<file path="src/rtl/muldiv_unit_if.sv">
// muldiv_unit_if: operation request, MTHI/MTLO write and result signals of muldiv_unit.
// master drives requests (controller side); slave is the unit itself.
interface muldiv_unit_if #(
  parameter int unsigned WIDTH = 32
);
  logic             start;
  logic [1:0]       op;
  logic [WIDTH-1:0] a;
  logic [WIDTH-1:0] b;
  logic             hi_we;
  logic             lo_we;
  logic [WIDTH-1:0] wdata;
  logic             busy;
  logic             done;
  logic             div_by_zero;
  logic [WIDTH-1:0] hi;
  logic [WIDTH-1:0] lo;

  modport master (
    output start, op, a, b, hi_we, lo_we, wdata,
    input  busy, done, div_by_zero, hi, lo
  );

  modport slave (
    input  start, op, a, b, hi_we, lo_we, wdata,
    output busy, done, div_by_zero, hi, lo
  );
endinterface

</file>
<file path="src/rtl/muldiv_unit.sv">
// muldiv_unit: iterative radix-2 multiply/divide with architectural HI/LO registers.
// Define MULDIV_DIV_EN to build the restoring divider; without it DIVU/DIV complete in one cycle with no effect.
module muldiv_unit #(
  parameter int unsigned WIDTH = 32
) (
  input logic          clk,
  input logic          reset,
  muldiv_unit_if.slave bus
);
  localparam int unsigned CW = $clog2(WIDTH + 1);

  typedef enum logic [1:0] {IDLE, RUN, FIX} state_t;
  state_t state, state_next;

  logic [CW-1:0]      count;
  logic [2*WIDTH-1:0] acc;
  logic [WIDTH-1:0]   mag_b;
  logic               is_div;
  logic               neg_res;
  logic [WIDTH-1:0]   hi_r, lo_r;
  logic               done_r, dbz_r;

  logic               sign_a, sign_b;
  logic [WIDTH-1:0]   a_mag, b_mag;
  logic [WIDTH:0]     mul_sum;
  logic [2*WIDTH-1:0] mul_next, mul_res;
`ifdef MULDIV_DIV_EN
  logic               neg_rem;
  logic               b_zero;
  logic [WIDTH-1:0]   a_orig;
  logic [WIDTH:0]     div_shift;
  logic [WIDTH-1:0]   div_diff, quo_res, rem_res;
  logic [2*WIDTH-1:0] div_next;
`endif

  always_comb begin
    sign_a   = bus.op[0] & bus.a[WIDTH-1];
    sign_b   = bus.op[0] & bus.b[WIDTH-1];
    a_mag    = sign_a ? -bus.a : bus.a;
    b_mag    = sign_b ? -bus.b : bus.b;
    // acc holds {partial product, unconsumed multiplier bits}
    mul_sum  = {1'b0, acc[2*WIDTH-1:WIDTH]} + {1'b0, mag_b & {WIDTH{acc[0]}}};
    mul_next = {mul_sum, acc[WIDTH-1:1]};
    mul_res  = neg_res ? -acc : acc;
`ifdef MULDIV_DIV_EN
    // acc holds {partial remainder, dividend bits / quotient bits}
    div_shift = {acc[2*WIDTH-1:WIDTH], acc[WIDTH-1]};
    div_diff  = div_shift[WIDTH-1:0] - mag_b;
    if (div_shift >= {1'b0, mag_b}) begin
      div_next = {div_diff, acc[WIDTH-2:0], 1'b1};
    end else begin
      div_next = {div_shift[WIDTH-1:0], acc[WIDTH-2:0], 1'b0};
    end
    quo_res = neg_res ? -acc[WIDTH-1:0] : acc[WIDTH-1:0];
    rem_res = neg_rem ? -acc[2*WIDTH-1:WIDTH] : acc[2*WIDTH-1:WIDTH];
`endif
  end

  always_comb begin
    state_next = state;
    case (state)
      IDLE: begin
        if (bus.start) begin
`ifdef MULDIV_DIV_EN
          state_next = RUN;
`else
          state_next = bus.op[1] ? FIX : RUN;
`endif
        end
      end
      RUN: begin
        if (count == CW'(1)) state_next = FIX;
      end
      FIX:     state_next = IDLE;
      default: state_next = IDLE;
    endcase
  end

  always_ff @(posedge clk or posedge reset) begin
    if (reset) state <= IDLE;
    else       state <= state_next;
  end

  always_ff @(posedge clk or posedge reset) begin
    if (reset) begin
      count   <= '0;
      acc     <= '0;
      mag_b   <= '0;
      is_div  <= 1'b0;
      neg_res <= 1'b0;
      hi_r    <= '0;
      lo_r    <= '0;
      done_r  <= 1'b0;
      dbz_r   <= 1'b0;
`ifdef MULDIV_DIV_EN
      neg_rem <= 1'b0;
      b_zero  <= 1'b0;
      a_orig  <= '0;
`endif
    end else begin
      done_r <= 1'b0;
      dbz_r  <= 1'b0;
      case (state)
        IDLE: begin
          if (bus.hi_we) hi_r <= bus.wdata;
          if (bus.lo_we) lo_r <= bus.wdata;
          if (bus.start) begin
            is_div  <= bus.op[1];
            neg_res <= sign_a ^ sign_b;
            acc     <= {{WIDTH{1'b0}}, a_mag};
            mag_b   <= b_mag;
            count   <= CW'(WIDTH);
`ifdef MULDIV_DIV_EN
            neg_rem <= sign_a;
            b_zero  <= (bus.b == '0);
            a_orig  <= bus.a;
`endif
          end
        end
        RUN: begin
          count <= count - CW'(1);
`ifdef MULDIV_DIV_EN
          acc <= is_div ? div_next : mul_next;
`else
          acc <= mul_next;
`endif
        end
        FIX: begin
          done_r <= 1'b1;
          if (!is_div) begin
            {hi_r, lo_r} <= mul_res;
          end
`ifdef MULDIV_DIV_EN
          else if (b_zero) begin
            // report the untouched dividend rather than the sign-corrected remainder
            hi_r  <= a_orig;
            lo_r  <= '1;
            dbz_r <= 1'b1;
          end else begin
            hi_r <= rem_res;
            lo_r <= quo_res;
          end
`endif
        end
        default: ;
      endcase
    end
  end

  assign bus.busy        = (state != IDLE);
  assign bus.done        = done_r;
  assign bus.div_by_zero = dbz_r;
  assign bus.hi          = hi_r;
  assign bus.lo          = lo_r;
endmodule

</file>
<file path="src/flat_wrapper.sv">
// flat-port wrapper written by rule: the top's interface ports become plain ports
module muldiv_unit_flat 
#(
  parameter int unsigned WIDTH = 32
)
  (clk, reset, bus_start, bus_op, bus_a, bus_b, bus_hi_we, bus_lo_we, bus_wdata, bus_busy, bus_done, bus_div_by_zero, bus_hi, bus_lo);
  muldiv_unit_if #(.WIDTH(WIDTH)) bus_i ();
  input logic clk;
  input logic reset;
  input wire logic [$bits(bus_i.start)-1:0] bus_start;
  input wire logic [$bits(bus_i.op)-1:0] bus_op;
  input wire logic [$bits(bus_i.a)-1:0] bus_a;
  input wire logic [$bits(bus_i.b)-1:0] bus_b;
  input wire logic [$bits(bus_i.hi_we)-1:0] bus_hi_we;
  input wire logic [$bits(bus_i.lo_we)-1:0] bus_lo_we;
  input wire logic [$bits(bus_i.wdata)-1:0] bus_wdata;
  output wire logic [$bits(bus_i.busy)-1:0] bus_busy;
  output wire logic [$bits(bus_i.done)-1:0] bus_done;
  output wire logic [$bits(bus_i.div_by_zero)-1:0] bus_div_by_zero;
  output wire logic [$bits(bus_i.hi)-1:0] bus_hi;
  output wire logic [$bits(bus_i.lo)-1:0] bus_lo;
  assign bus_i.start = bus_start;
  assign bus_i.op = bus_op;
  assign bus_i.a = bus_a;
  assign bus_i.b = bus_b;
  assign bus_i.hi_we = bus_hi_we;
  assign bus_i.lo_we = bus_lo_we;
  assign bus_i.wdata = bus_wdata;
  assign bus_busy = bus_i.busy;
  assign bus_done = bus_i.done;
  assign bus_div_by_zero = bus_i.div_by_zero;
  assign bus_hi = bus_i.hi;
  assign bus_lo = bus_i.lo;
  muldiv_unit #(.WIDTH(WIDTH)) u_core (.clk(clk), .reset(reset), .bus(bus_i));
endmodule
</file>
<file path="config.mk">
export PLATFORM = sky130hd
export DESIGN_NAME = muldiv_unit_flat
export DESIGN_NICKNAME = d
export VERILOG_FILES = /design/src/rtl/muldiv_unit_if.sv /design/src/rtl/muldiv_unit.sv /design/src/flat_wrapper.sv
export SDC_FILE = /design/constraint.sdc
export NUM_CORES = 1
export LEC_CHECK = 0
export CAP_MARGIN = 20
export CORE_UTILIZATION = 56
export DETAILED_ROUTE_END_ITERATION = 8
export DONT_BUFFER_PORTS = 1
export PLACE_DENSITY = 0.74
export SKIP_LAST_GASP = 1
export SLEW_MARGIN = 40
export SYNTH_ARGS = -nofsm -noshare
export SYNTH_HDL_FRONTEND = slang
export SYNTH_SLANG_ARGS = --single-unit
export TNS_END_PERCENT = 10
</file>
<file path="constraint.sdc">
create_clock -name clk -period 5.4 [get_ports clk]
set_clock_uncertainty 0.15 [all_clocks]
set_input_delay 0.54 -clock clk [delete_from_list [all_inputs] [get_ports clk]]
set_output_delay 0.54 -clock clk [all_outputs]
set_load 0.05 [all_outputs]
</file>
==> key figures, run 1 <==
Layout
  • Layout overhead on the synthesized area: 6.68%
  • Filler cells: 1799
  • # nets final: 1459
  • Fraction of final layout cells sized beyond drive strength 1: 5.56%
  • Multi-input logic area: 6840 µm²
  • Register area: 4280 µm²
  • Post-route cell area: 12200 µm²
  • Diode count: 0

Timing
  • Hold Slack: 0.0569 ns
  • Relative slew slack: 47.6%
  • RSZ-0062 raised after global routing: no
  • Slew @ Worst Pin: 0.786 ns
  • Final Worst Setup Slack: 1.93 ns
  • Max Clock Freq: 0.288 GHz
  • Final Max Tran Viols: 0
  • Final hold violation count: 0
  • Final worst path period share: 64.3%
  • Setup violations, final: 0
  • Setup TNS: 0 ns
  • Period minus WS final: 3.47 ns

Critical path
  • Cell family with most CP delay: simple AND/OR/NAND/NOR gates
  • Slowest cell on the critical path: o41ai_1
  • Max stage delay on crit path: 0.66 ns
  • CP required: 5.56 ns
  • Slack of the worst reg-to-reg path: 1.93 ns
  • Critical path, cell by cell: inv_1, ha_1, or4b_1, nor4_2, nand3_1, o41ai_1, xor2_1, o21ai_0
  • Critical Path Source Type: flip-flop
  • Crit-path max FO: 37
  • CP endpoint kind: flip-flop
  • CP startpoint: u_core.acc[0]
  • R2R Path Start: u_core.acc[0]
  • Crit Path Class: reg2reg
  • R2R depth: 8
  • WP data arrival: 3.64 ns
  • Reg-to-reg endpoint: u_core.bus.hi[26]
  • Worst Path Buf+Inv: 1

Drt
  • Routed wire length on met2: 14.4 mm
  • Metal3 WL: 2.98 mm
  • WL met1: 15.1 mm
  • Detailed Routing Iterations Pass 1: 6
  • Post-route ant nets: 0
  • Max layer used: met4
  • Residual DRC: 0
  • Vias per Instance: 6.43
  • Vias: 10300
  • Final wirelength: 33.4 mm
  • Detailed Route Iter0 Violations: 934
  • Wire per inst: 20.8 µm

Synthesis
  • Dominant synthesized flop cell: dfrtp_1
  • Mapped Cells: 1368
  • Sequential-to-total area share from yosys stat: 37.3%
  • Count leader, synth: dfrtp_1
  • Syn Area/Cell: 8.39 µm²
  • Yosys warns: 0
  • Asr flop ratio synth: 100%
  • #FFs+latches synth: 171
  • Top-area cell type share of the netlist area: 37.3%
  • EDFF count, synth: 0
  • Distinct cell type count after synthesis: 69
  • Cell area after synthesis: 11500 µm²
  • Largest area contributor in the netlist: dfrtp_1
  • Largest cells by area after synthesis: dfrtp_1 37%, o21ai_0 7.1%, xor2_1 6.0%
  • Syn_nets: 1509
  • Synth top cells by count: 171 x dfrtp_1, 162 x o21ai_0, 160 x nand2_1

Global route
  • Vias in the first global route: 9591
  • Largest net degree at the start of global routing: 98
  • GRT Util Overall: 32.0%
  • Grt total ovfl: 0
  • Initial antenna violation count: 0
  • First-pass GRT wire length: 53.1 mm

Clock tree
  • CTS Root Cell: clkbuf_16
  • # Post-CTS Setup Buffers: 0
  • CTS tree: yes
  • Hold Buf Count CTS: 1
  • H-tree Lvls: 4
  • CTS sink count: 171
  • Clock Tree Buf Depth: 2
  • Worst skew pair latency: 0.44 ns
  • Post-cts repair resize count: 0
  • Clk slew on worst S/H paths: 0.07 ns
  • Inserted Clock Buffers: 17

Die
  • Initial Util: 56.9%
  • Core area: 20200 µm²
  • Die width: 145 µm
  • Row count: 52
  • Die footprint: 21100 µm²
  • Chip Height: 145 µm
  • Num ports: 170

Power and ir drop
  • Lkg Pwr: 5.02 nW
  • Pwr dens: 657 nW/µm²
  • VDD IR-drop max: 0.000281 V

Worst hold path
  • Hold path depth: 1
  • Min-delay src: bus_op[1]
  • Worst hold path endpoint: u_core.state[0]
  • Min-Delay Path Class: in2reg

Placed design
  • Port bufs: 0
  • Gpl congestion: 0.934
  • Hpwl dp: 25.1 mm
  • Place WS: 1.75 ns
  • Placed Area: 11600 µm²

Run status
  • Status: completed

Job
  • Max-cap violations: 0
[state kept, by name, summed over array words and instances (netlist names)]
name,cells
u_core.acc,64
u_core.bus.hi,32
u_core.bus.lo,32
u_core.mag_b,32
u_core.count,6
u_core.state,2
u_core.bus.done,1
u_core.is_div,1
u_core.neg_res,1
[worst register-to-register path, cell delays in order (launching register included)]
cell and delay (ns):
dfrtp_2 0.59, inv_1 0.16, ha_1 0.18, or4b_1 0.51
nor4_2 0.36, nand3_1 0.40, o41ai_1 0.66, xor2_1 0.24
o21ai_0 0.10
[power breakdown]
part / internal [mW] / total [mW] / switching, mW / leakage [nW]
registers: 1.85 / 3.52 / 1.67 / 2.11
clock network: 0.663 / 1.26 / 0.596 / 0.291
logic: 1.29 / 3.27 / 1.98 / 2.61
total: 3.81 / 8.05 / 4.24 / 5.02
[stage by stage]
| stage | instances | total power, mW | utilization (%) |
|---|---|---|---|
| 2_1_floorplan | 1368 | 5.73 | - |
| 3_3_place_gp | 1568 | 6.64 | 57.6 |
| 3_5_place_dp | 1568 | 6.73 | 57.7 |
| 4_1_cts | 1601 | 7.99 | 60.7 |
| 5_1_grt | 1601 | 8.55 | 60.7 |
| 6_report | 1601 | 8.05 | 60.7 |
[layout by cell type, fill, tap and decap left out, drive strengths merged, types with 19 or more instances in the layout]
cell type,count
a221oi,19
and2,36
xor2,78
nand3,30
nor2,116
ha,37
a21oi,75
nor3,25
xnor2,61
inv,35
o31ai,51
nand2,161
or4,22
o21ai,168
a22oi,31
dfrtp,171
[logic make-up (layout without fill, tap and decap cells)]
kind of cell             after synthesis  in the layout  share of synthesized area, %
AO/OA/AOI/OAI                        432            432                          23.6
XOR/XNOR                             139            139                          10.6
adder cells (fa/ha/maj)               38             38                          4.21
buffers and inverters                106             69                          3.51
flip-flops                           171            171                          37.3
multiplexers                           6              6                         0.523
other                                  1              1                        0.0327
AND/OR/NAND/NOR                      475            475                          20.3
[layout make-up]
class | count | share of cell area [%]
tap | 270 | 2.76
clock buffer | 17 | 3.47
timing repair buffer | 11 | 0.695
inverter | 26 | 0.858
sequential | 171 | 35.0
multi-input combinational | 1091 | 55.8
clock inverter | 15 | 1.40
[worst max-delay path by stage]
stage	endpoint	slack, ns	cells past startpoint
final	u_core.bus.hi[26]	1.93	8
after global routing	u_core.bus.hi[26]	1.80	8
after CTS	u_core.acc[43]	1.73	11
after global placement	u_core.acc[43]	1.92	11
after detailed placement	u_core.acc[43]	1.75	11
after floorplan	u_core.acc[0]	0.08	1
[layer usage]
layer  vias to the layer above  global-route usage [%]
met3                        53                    7.58
met1                      4950                    45.9
met5                         -                       0
li1                       4845                       -
met4                         0                    10.1
met2                       445                    47.5
Power figures use the tool's default switching activity.
==> inputs of run 2 (changes only) <==
--- a/config.mk
+++ b/config.mk
@@ -5,11 +5,12 @@
 export SDC_FILE = /design/constraint.sdc
 export NUM_CORES = 1
 export LEC_CHECK = 0
+export ABC_AREA = 1
 export CAP_MARGIN = 20
 export CORE_UTILIZATION = 56
 export DETAILED_ROUTE_END_ITERATION = 8
 export DONT_BUFFER_PORTS = 1
-export PLACE_DENSITY = 0.74
+export PLACE_DENSITY = 0.71
 export SKIP_LAST_GASP = 1
 export SLEW_MARGIN = 40
 export SYNTH_ARGS = -nofsm -noshare
==> constraint.sdc (replaced) <==
create_clock -name clk -period 3.2 [get_ports clk]
set_clock_uncertainty 0.15 [all_clocks]
set_input_delay 0.32 -clock clk [delete_from_list [all_inputs] [get_ports clk]]
set_output_delay 0.32 -clock clk [all_outputs]
set_load 0.05 [all_outputs]
==> run 2 against run 1 <==
Compared with the run above: die area increased by 17%; worst setup slack worse by 1.5 ns; maximum frequency up 24%; synthesized cell count increased by 57%; combinational power increased by 110%; flip-flop and latch count unchanged; count of clock-buffer cells in the layout rose by 1; non-clock buffer count rose by 93; sequential power is 66% higher.
==> key figures, run 2 <==
Run status
  • Status: completed

Layout
  • # nets final: 2348 (+61%)
  • Largest register FFs: 64 (unchanged)
  • Diode count: 0 (unchanged)
  • Most frequent cells in the layout: 613 x nand2_1, 319 x nor2_1, 252 x inv_1
  • Register area: 4280 µm² (about the same)
  • Fraction of final layout cells sized beyond drive strength 1: 5.27% (-0.29 points)
  • Layout overhead on the synthesized area: 12.7%
  • Most flops, register: u_core.acc
  • Filler cells: 2261 (+26%)
  • Commonest non-fill, non-tap cell in the layout: nand2_1
  • Multi-input logic area: 7910 µm² (+16%)
  • Post-route cell area: 15200 µm² (+24%)

Clock tree
  • CTS Root Cell: clkbuf_16
  • CTS tree: yes
  • H-tree Lvls: 4 (unchanged)
  • Worst skew pair latency: 0.45 ns (about the same)
  • Inserted Clock Buffers: 17 (unchanged)
  • CTS sink count: 171 (unchanged)
  • Clock Tree Buf Depth: 2 (unchanged)
  • Post-cts repair resize count: 0 (unchanged)
  • Clk slew on worst S/H paths: 0.08 ns (about the same)

Synthesis
  • Dominant synthesized flop cell: dfrtp_1
  • EDFF count, synth: 0 (unchanged)
  • Count leader, synth: nand2_1
  • Top-area cell type share of the netlist area: 31.7% (-5.6 points)
  • Sequential-to-total area share from yosys stat: 31.7% (-5.6 points)
  • Asr flop ratio synth: 100% (unchanged)
  • Syn_nets: 2291 (+52%)
  • Largest area contributor in the netlist: dfrtp_1
  • Synth top cells by count: 613 x nand2_1, 319 x nor2_1, 253 x inv_1
  • Distinct cell type count after synthesis: 46 (-33%)
  • Mapped Cells: 2150 (+57%)
  • Yosys warns: 0 (unchanged)
  • #FFs+latches synth: 171 (unchanged)
  • Syn Area/Cell: 6.28 µm² (-25%)
  • Largest cells by area after synthesis: dfrtp_1 32%, nand2_1 17%, nor2_1 8.9%
  • Cell area after synthesis: 13500 µm² (+18%)

Placed design
  • Gpl congestion: 1.03 (+10%)
  • Hpwl dp: 33.2 mm (+32%)
  • Placed Area: 13800 µm² (+19%)
  • Port bufs: 0 (unchanged)

Timing
  • Final hold violation count: 0 (unchanged)
  • Period minus WS final: 2.79 ns (-0.683 ns)
  • Slew @ Worst Pin: 0.772 ns (-0.0148 ns)
  • Max Clock Freq: 0.358 GHz (+24%)
  • Hold Slack: 0.00556 ns (-0.0513 ns)
  • Setup TNS: 0 ns (unchanged)
  • Final Max Tran Viols: 0 (unchanged)
  • Relative slew slack: 48.6% (+0.99 points)
  • Setup violations, final: 0 (unchanged)
  • Final worst path period share: 87.2% (+23 points)
  • RSZ-0062 raised after global routing: no

Global route
  • Largest net degree at the start of global routing: 104 (+6.1%)
  • Vias in the first global route: 13500 (+40%)
  • First-pass GRT wire length: 68.4 mm (+29%)
  • GRT Util Overall: 36.1% (+4.1 points)
  • Initial antenna violation count: 0 (unchanged)
  • Grt total ovfl: 0 (unchanged)

Drt
  • Vias: 14400 (+39%)
  • Detailed Route Iter0 Violations: 1364 (+46%)
  • Post-route ant nets: 0 (unchanged)
  • Wire per inst: 17.1 µm (-18%)
  • Vias per Instance: 5.65 (-12%)
  • Detailed Routing Iterations Pass 1: 5 (-1)
  • Final wirelength: 43.4 mm (+30%)
  • Residual DRC: 0 (unchanged)

Power and ir drop
  • Pwr dens: 974 nW/µm² (+48%)
  • VDD IR-drop max: 0.000493 V (+76%)
  • Lkg Pwr: 7.49 nW (+49%)
  • Total power: 14.8 mW (+84%)

Die
  • Die width: 157 µm (+8.3%)
  • Initial Util: 57.3% (+0.41 points)
  • Core area: 23500 µm² (+17%)
  • Row count: 56 (+7.7%)
  • Chip Height: 157 µm (+8.3%)
  • Die footprint: 24700 µm² (+17%)
  • Num ports: 170 (unchanged)

Critical path
  • Crit Path Class: reg2reg
  • Setup crit end: u_core.acc[46]
  • Crit-path max FO: 30 (-19%)
  • Slack of the worst reg-to-reg path: 0.41 ns (-1.52 ns)
  • Critical Path Source Type: flip-flop
  • CP startpoint: u_core.acc[0]
  • R2R depth: 12 (+4)
  • CP required: 3.36 ns (-2.20 ns)
  • R2R Path Start: u_core.acc[0]
  • Reg-to-reg endpoint: u_core.acc[46]
  • CP endpoint kind: flip-flop
  • WP data arrival: 2.95 ns (-0.69 ns)

Worst hold path
  • Min-Delay Path Class: in2reg
  • Min-delay src: bus_wdata[25]

Job
  • Max-cap violations: 0 (unchanged)
==> run 2: cell types whose count changed after synthesis, sizes merged, moves of 44 or more <==
cell	change
xor2	-50
a21oi	+94
nand3	+171
nand2	+464
inv	+236
xnor2	-56
nor2	+223
clkbuf	-44
o31ai	-50
==> run 2: how the worst min path moves through the flow <==
stage / depth (start not counted) / slack [ns] / end
floorplan: 1 / 0.28 / u_core.state[0]
global placement: 2 / 0.25 / u_core.acc[5]
detailed placement: 2 / 0.19 / u_core.acc[4]
CTS: 2 / 0.0008 / u_core.acc[14]
global route: 2 / 0.003 / u_core.acc[17]
finish: 4 / 0.006 / u_core.bus.lo[25]
==> run 2: final cells by class <==
type / count / share of cell area [%]
Inverter: 264 / 6.54
Timing Repair Buffer: 104 / 6.85
Clock inverter: 14 / 0.946
Clock buffer: 18 / 2.89
Tap cell: 319 / 2.62
Sequential cell: 171 / 28.1
Multi-Input combinational cell: 1649 / 52.0
==> run 2: logic make-up (layout without fill, tap and decap cells) <==
logic type / count (synthesis) / after routing / share of synthesized area, %
and+or+nand+nor: 1213 / 1213 / 37.5
xor gates and xnor gates: 33 / 33 / 2.14
adders and majority gates: 38 / 38 / 3.58
buffers and inverters: 330 / 400 / 9.73
other: 1 / 1 / 0.0278
muxes: 2 / 2 / 0.148
DFF: 171 / 171 / 31.7
AOI/OAI and AO/OA: 362 / 362 / 15.2
==> run 2: timing repair <==
item	in CTS	in global routing
buffers inserted	0	0
endpoints found under the hold margin	236	0
hold buffers	83	0
==> run 2: report_power, final <==
group | switching (mW) | leakage [nW] | internal (mW)
sequential | 2.70 | 2.03 | 3.15
clock | 1.01 | 0.290 | 1.06
combinational | 4.58 | 5.16 | 2.32
total | 8.28 | 7.49 | 6.53
==> run 2: critical path, stage by stage, from the launching register on <==
cell	delay, ns
dfrtp_1	0.49
buf_4	0.36
nand2_1	0.10
inv_1	0.08
ha_1	0.27
nand2_1	0.14
inv_1	0.09
a21oi_1	0.21
nor2_1	0.07
nor2_1	0.08
nand2_1	0.16
o21ai_0	0.31
o21ai_0	0.14
==> run 2: per-layer routing <==
layer,vias up,GRT usage (%),part of all wire [%]
met4,0,16.3,4.0
met1,6699,44.3,41
li1,7045,-,-
met2,520,62.3,48
met3,93,5.29,6.9
met5,-,0,0
==> run 2: per-stage QoR <==
stage / instances / utilization, % / setup WS [ns]
global placement: 2421 / 58.3 / 0.555
global route: 2539 / 64.6 / 0.185
detailed placement: 2424 / 58.6 / 0.532
finish: 2539 / 64.6 / 0.410
CTS: 2539 / 64.6 / 0.470
floorplan: 2150 / - / 0.547
==> inputs of run 3 (changes only) <==
--- a/config.mk
+++ b/config.mk
@@ -5,7 +5,6 @@
 export SDC_FILE = /design/constraint.sdc
 export NUM_CORES = 1
 export LEC_CHECK = 0
-export ABC_AREA = 1
 export CAP_MARGIN = 20
 export CORE_UTILIZATION = 56
 export DETAILED_ROUTE_END_ITERATION = 8
==> run 3 against run 2 <==
Compared with the run above: first-iteration DRC count fell by 33%; worst setup slack worse by 0.33 ns; utilization grew 2.2 points; largest power group unchanged; critical path type unchanged; non-clock buffer count rose by 33; power down 4.5%; die area fell by 15%; routed wire length down 19%; combinational power down 8.1%; flip-flop and latch count did not move; register-to-register slack worse by 0.33 ns; global-route usage shrank 2.4 points.
==> key figures, run 3 (synthesized netlist as in run 1, its figures left out) <==
Global route
  • Vias in the first global route: 10300 (-23%)
  • GRT Util Overall: 33.7% (-2.4 points)
  • Largest net degree at the start of global routing: 86 (-17%)
  • Initial antenna violation count: 0 (unchanged)
  • First-pass GRT wire length: 55.9 mm (-18%)
  • Grt total ovfl: 0 (unchanged)

Critical path
  • CP startpoint: u_core.acc[7]
  • Crit Path Class: reg2reg
  • Critical path, cell by cell: or4_1, nor2_1, nand2_1, or4_1, o41ai_2, xor2_1, o21ai_1
  • CP most frequent cell: or4_1
  • R2R Path Start: u_core.acc[7]
  • CP endpoint kind: flip-flop
  • Slowest cell on the critical path: or4_1
  • Max stage delay on crit path: 0.66 ns (+0.17 ns)
  • Worst Path Buf+Inv: 0 (-3)
  • Crit-path max FO: 7 (-77%)
  • Cell family with most CP delay: simple AND/OR/NAND/NOR gates
  • CP required: 3.37 ns (about the same)
  • WP data arrival: 3.29 ns (+0.34 ns)
  • Critical Path Source Type: flip-flop

Layout
  • Most flops, register: u_core.acc
  • Final Core Density: 66.8% (+2.2 points)
  • Layout overhead on the synthesized area: 17.4%
  • Diode count: 0 (unchanged)
  • # nets final: 1585 (-32%)
  • Fraction of final layout cells sized beyond drive strength 1: 7.89% (+2.6 points)
  • Filler cells: 1676 (-26%)
  • Register area: 4280 µm² (unchanged)
  • Commonest non-fill, non-tap cell in the layout: dfrtp_1
  • Post-Layout Cell Count: 1727 (-32%)
  • Most frequent cells in the layout: 170 x dfrtp_1, 162 x o21ai_0, 160 x nand2_1
  • Largest register FFs: 64 (unchanged)
  • Multi-input logic area: 6850 µm² (-13%)

Timing
  • Final worst path period share: 97.7% (+10 points)
  • RSZ-0062 raised after global routing: yes
  • Hold Slack: 0.00951 ns (+0.00395 ns)
  • Final Max Tran Viols: 0 (unchanged)
  • Setup violations, final: 0 (unchanged)
  • Period minus WS final: 3.13 ns (+0.335 ns)
  • Final hold violation count: 0 (unchanged)
  • Slew @ Worst Pin: 0.750 ns (-0.0219 ns)
  • Max Clock Freq: 0.320 GHz (-11%)
  • Relative slew slack: 50.0% (+1.5 points)
  • Setup TNS: 0 ns (unchanged)

Clock tree
  • Worst skew pair latency: 0.44 ns (about the same)
  • CTS tree: yes
  • CTS sink count: 171 (unchanged)
  • # Post-CTS Setup Buffers: 0 (unchanged)
  • H-tree Lvls: 4 (unchanged)
  • Clk slew on worst S/H paths: 0.08 ns (about the same)
  • CTS Root Cell: clkbuf_16
  • Clock Tree Buf Depth: 2 (unchanged)
  • Inserted Clock Buffers: 17 (unchanged)

Job
  • Max-cap violations: 0 (unchanged)

Run status
  • Status: completed

Power and ir drop
  • Flop pwr share: 40.4% (+0.9 points)
  • Lkg Pwr: 5.58 nW (-25%)
  • Pwr dens: 1050 nW/µm² (+7.7%)
  • Clk network pwr share: 14.9% (+0.9 points)
  • Cell Int Power: 6.77 mW (+3.6%)
  • VDD IR-drop max: 0.000419 V (-15%)
  • Total power: 14.1 mW (-4.5%)
  • Sw frac: 52.2% (-3.7 points)
  • Combinational share of power: 44.7% (-1.8 points)
  • NetSw: 7.38 mW (-11%)

Drt
  • Wire per inst: 20.4 µm (+19%)
  • Detailed Routing Iterations Pass 1: 5 (unchanged)
  • Vias per Instance: 6.24 (+10%)
  • Vias: 10800 (-25%)
  • Residual DRC: 0 (unchanged)
  • Post-route ant nets: 0 (unchanged)
  • Detailed Route Iter0 Violations: 913 (-33%)
  • Final wirelength: 35.3 mm (-19%)

Die
  • Num ports: 170 (unchanged)
  • Die width: 145 µm (-7.7%)
  • Die footprint: 21100 µm² (-15%)
  • Initial Util: 56.9% (-0.41 points)
  • Chip Height: 145 µm (-7.7%)
  • Core area: 20200 µm² (-14%)
  • Row count: 52 (-7.1%)

Worst hold path
  • Min-delay src: bus_wdata[17]
  • Min-Delay Path Class: in2reg

Placed design
  • Hpwl dp: 25.8 mm (-22%)
  • Port bufs: 0 (unchanged)
  • Placed Cells: 1610 (-34%)
  • Gpl congestion: 0.932 (-9.5%)
-- run 3: changes by cell type in the layout (fill, tap and decap cells not counted), moves of 49 or more --
cell / before / now
xor2_1: 28 / 78
nor2_1: 319 / 116
o31ai_1: 1 / 50
nand3_1: 200 / 29
xnor2_1: 5 / 61
a21oi_1: 166 / 74
inv_1: 252 / 25
nand2_1: 613 / 160
-- run 3: worst reg2reg max path, cell delays in order (launching register included) --
cell and delay, ns:
dfrtp_1 0.46, or4_1 0.66, nor2_1 0.30, nand2_1 0.18, or4_1 0.54, o41ai_2 0.32
xor2_1 0.33, o21ai_1 0.09
-- run 3: final cells by class --
class	instances	area share (%)
Clock buffer	17	3.16
Timing Repair Buffer	137	9.67
Sequential cell	171	31.8
Multi-Input combinational cell	1091	50.8
Tap cell	270	2.51
Inverter	26	0.752
Clock inverter	15	1.36
-- run 3: path summary, 6_finish.rpt --
| check | cells after the start | slack (ns) | to |
|---|---|---|---|
| min in group asynchronous | 2 | 0.22 | u_core.bus.lo[15] |
| max in group asynchronous | 3 | 1.88 | u_core.mag_b[9] |
| setup / recovery | 7 | 0.07 | u_core.bus.lo[29] |
| hold / removal | 2 | 0.01 | u_core.bus.lo[17] |
| hold reg to reg | 2 | 0.33 | u_core.mag_b[3] |
| setup reg to reg | 7 | 0.07 | u_core.bus.lo[29] |
-- run 3: power by group through the flow --
stage	Clock, mW	Combinational, mW	Sequential [mW]
after detailed placement	0	6.07	5.72
after global placement	0	5.97	5.69
after global routing	2.20	6.96	5.82
final	2.10	6.33	5.72
after floorplan	0	4.43	5.23
after CTS	2.11	6.19	5.68
-- run 3: repair_timing --
| action | in CTS | in global routing |
|---|---|---|
| hold endpoints to repair | 109 | 0 |
| endpoints found under the setup margin | 0 | 23 |
| gates resized for setup | 0 | 4 |
| hold buffers | 85 | 0 |
-- run 3: stage by stage --
stage,setup WS [ns],instance area [µm²]
after floorplan,0.163,11500
after global placement,0.114,12000
after detailed placement,0.0625,12000
after global routing,-0.127,13500
after CTS,0.0360,13500
final,0.0749,13500
-- run 3: layer usage --
layer | track usage, % | share of wire (%) | routed length [µm]
met1 | 48.9 | 46 | 16100
met2 | 50.6 | 44 | 15400
met3 | 6.29 | 8.1 | 2850
met4 | 10.8 | 2.7 | 970
met5 | 0 | 0 | 0
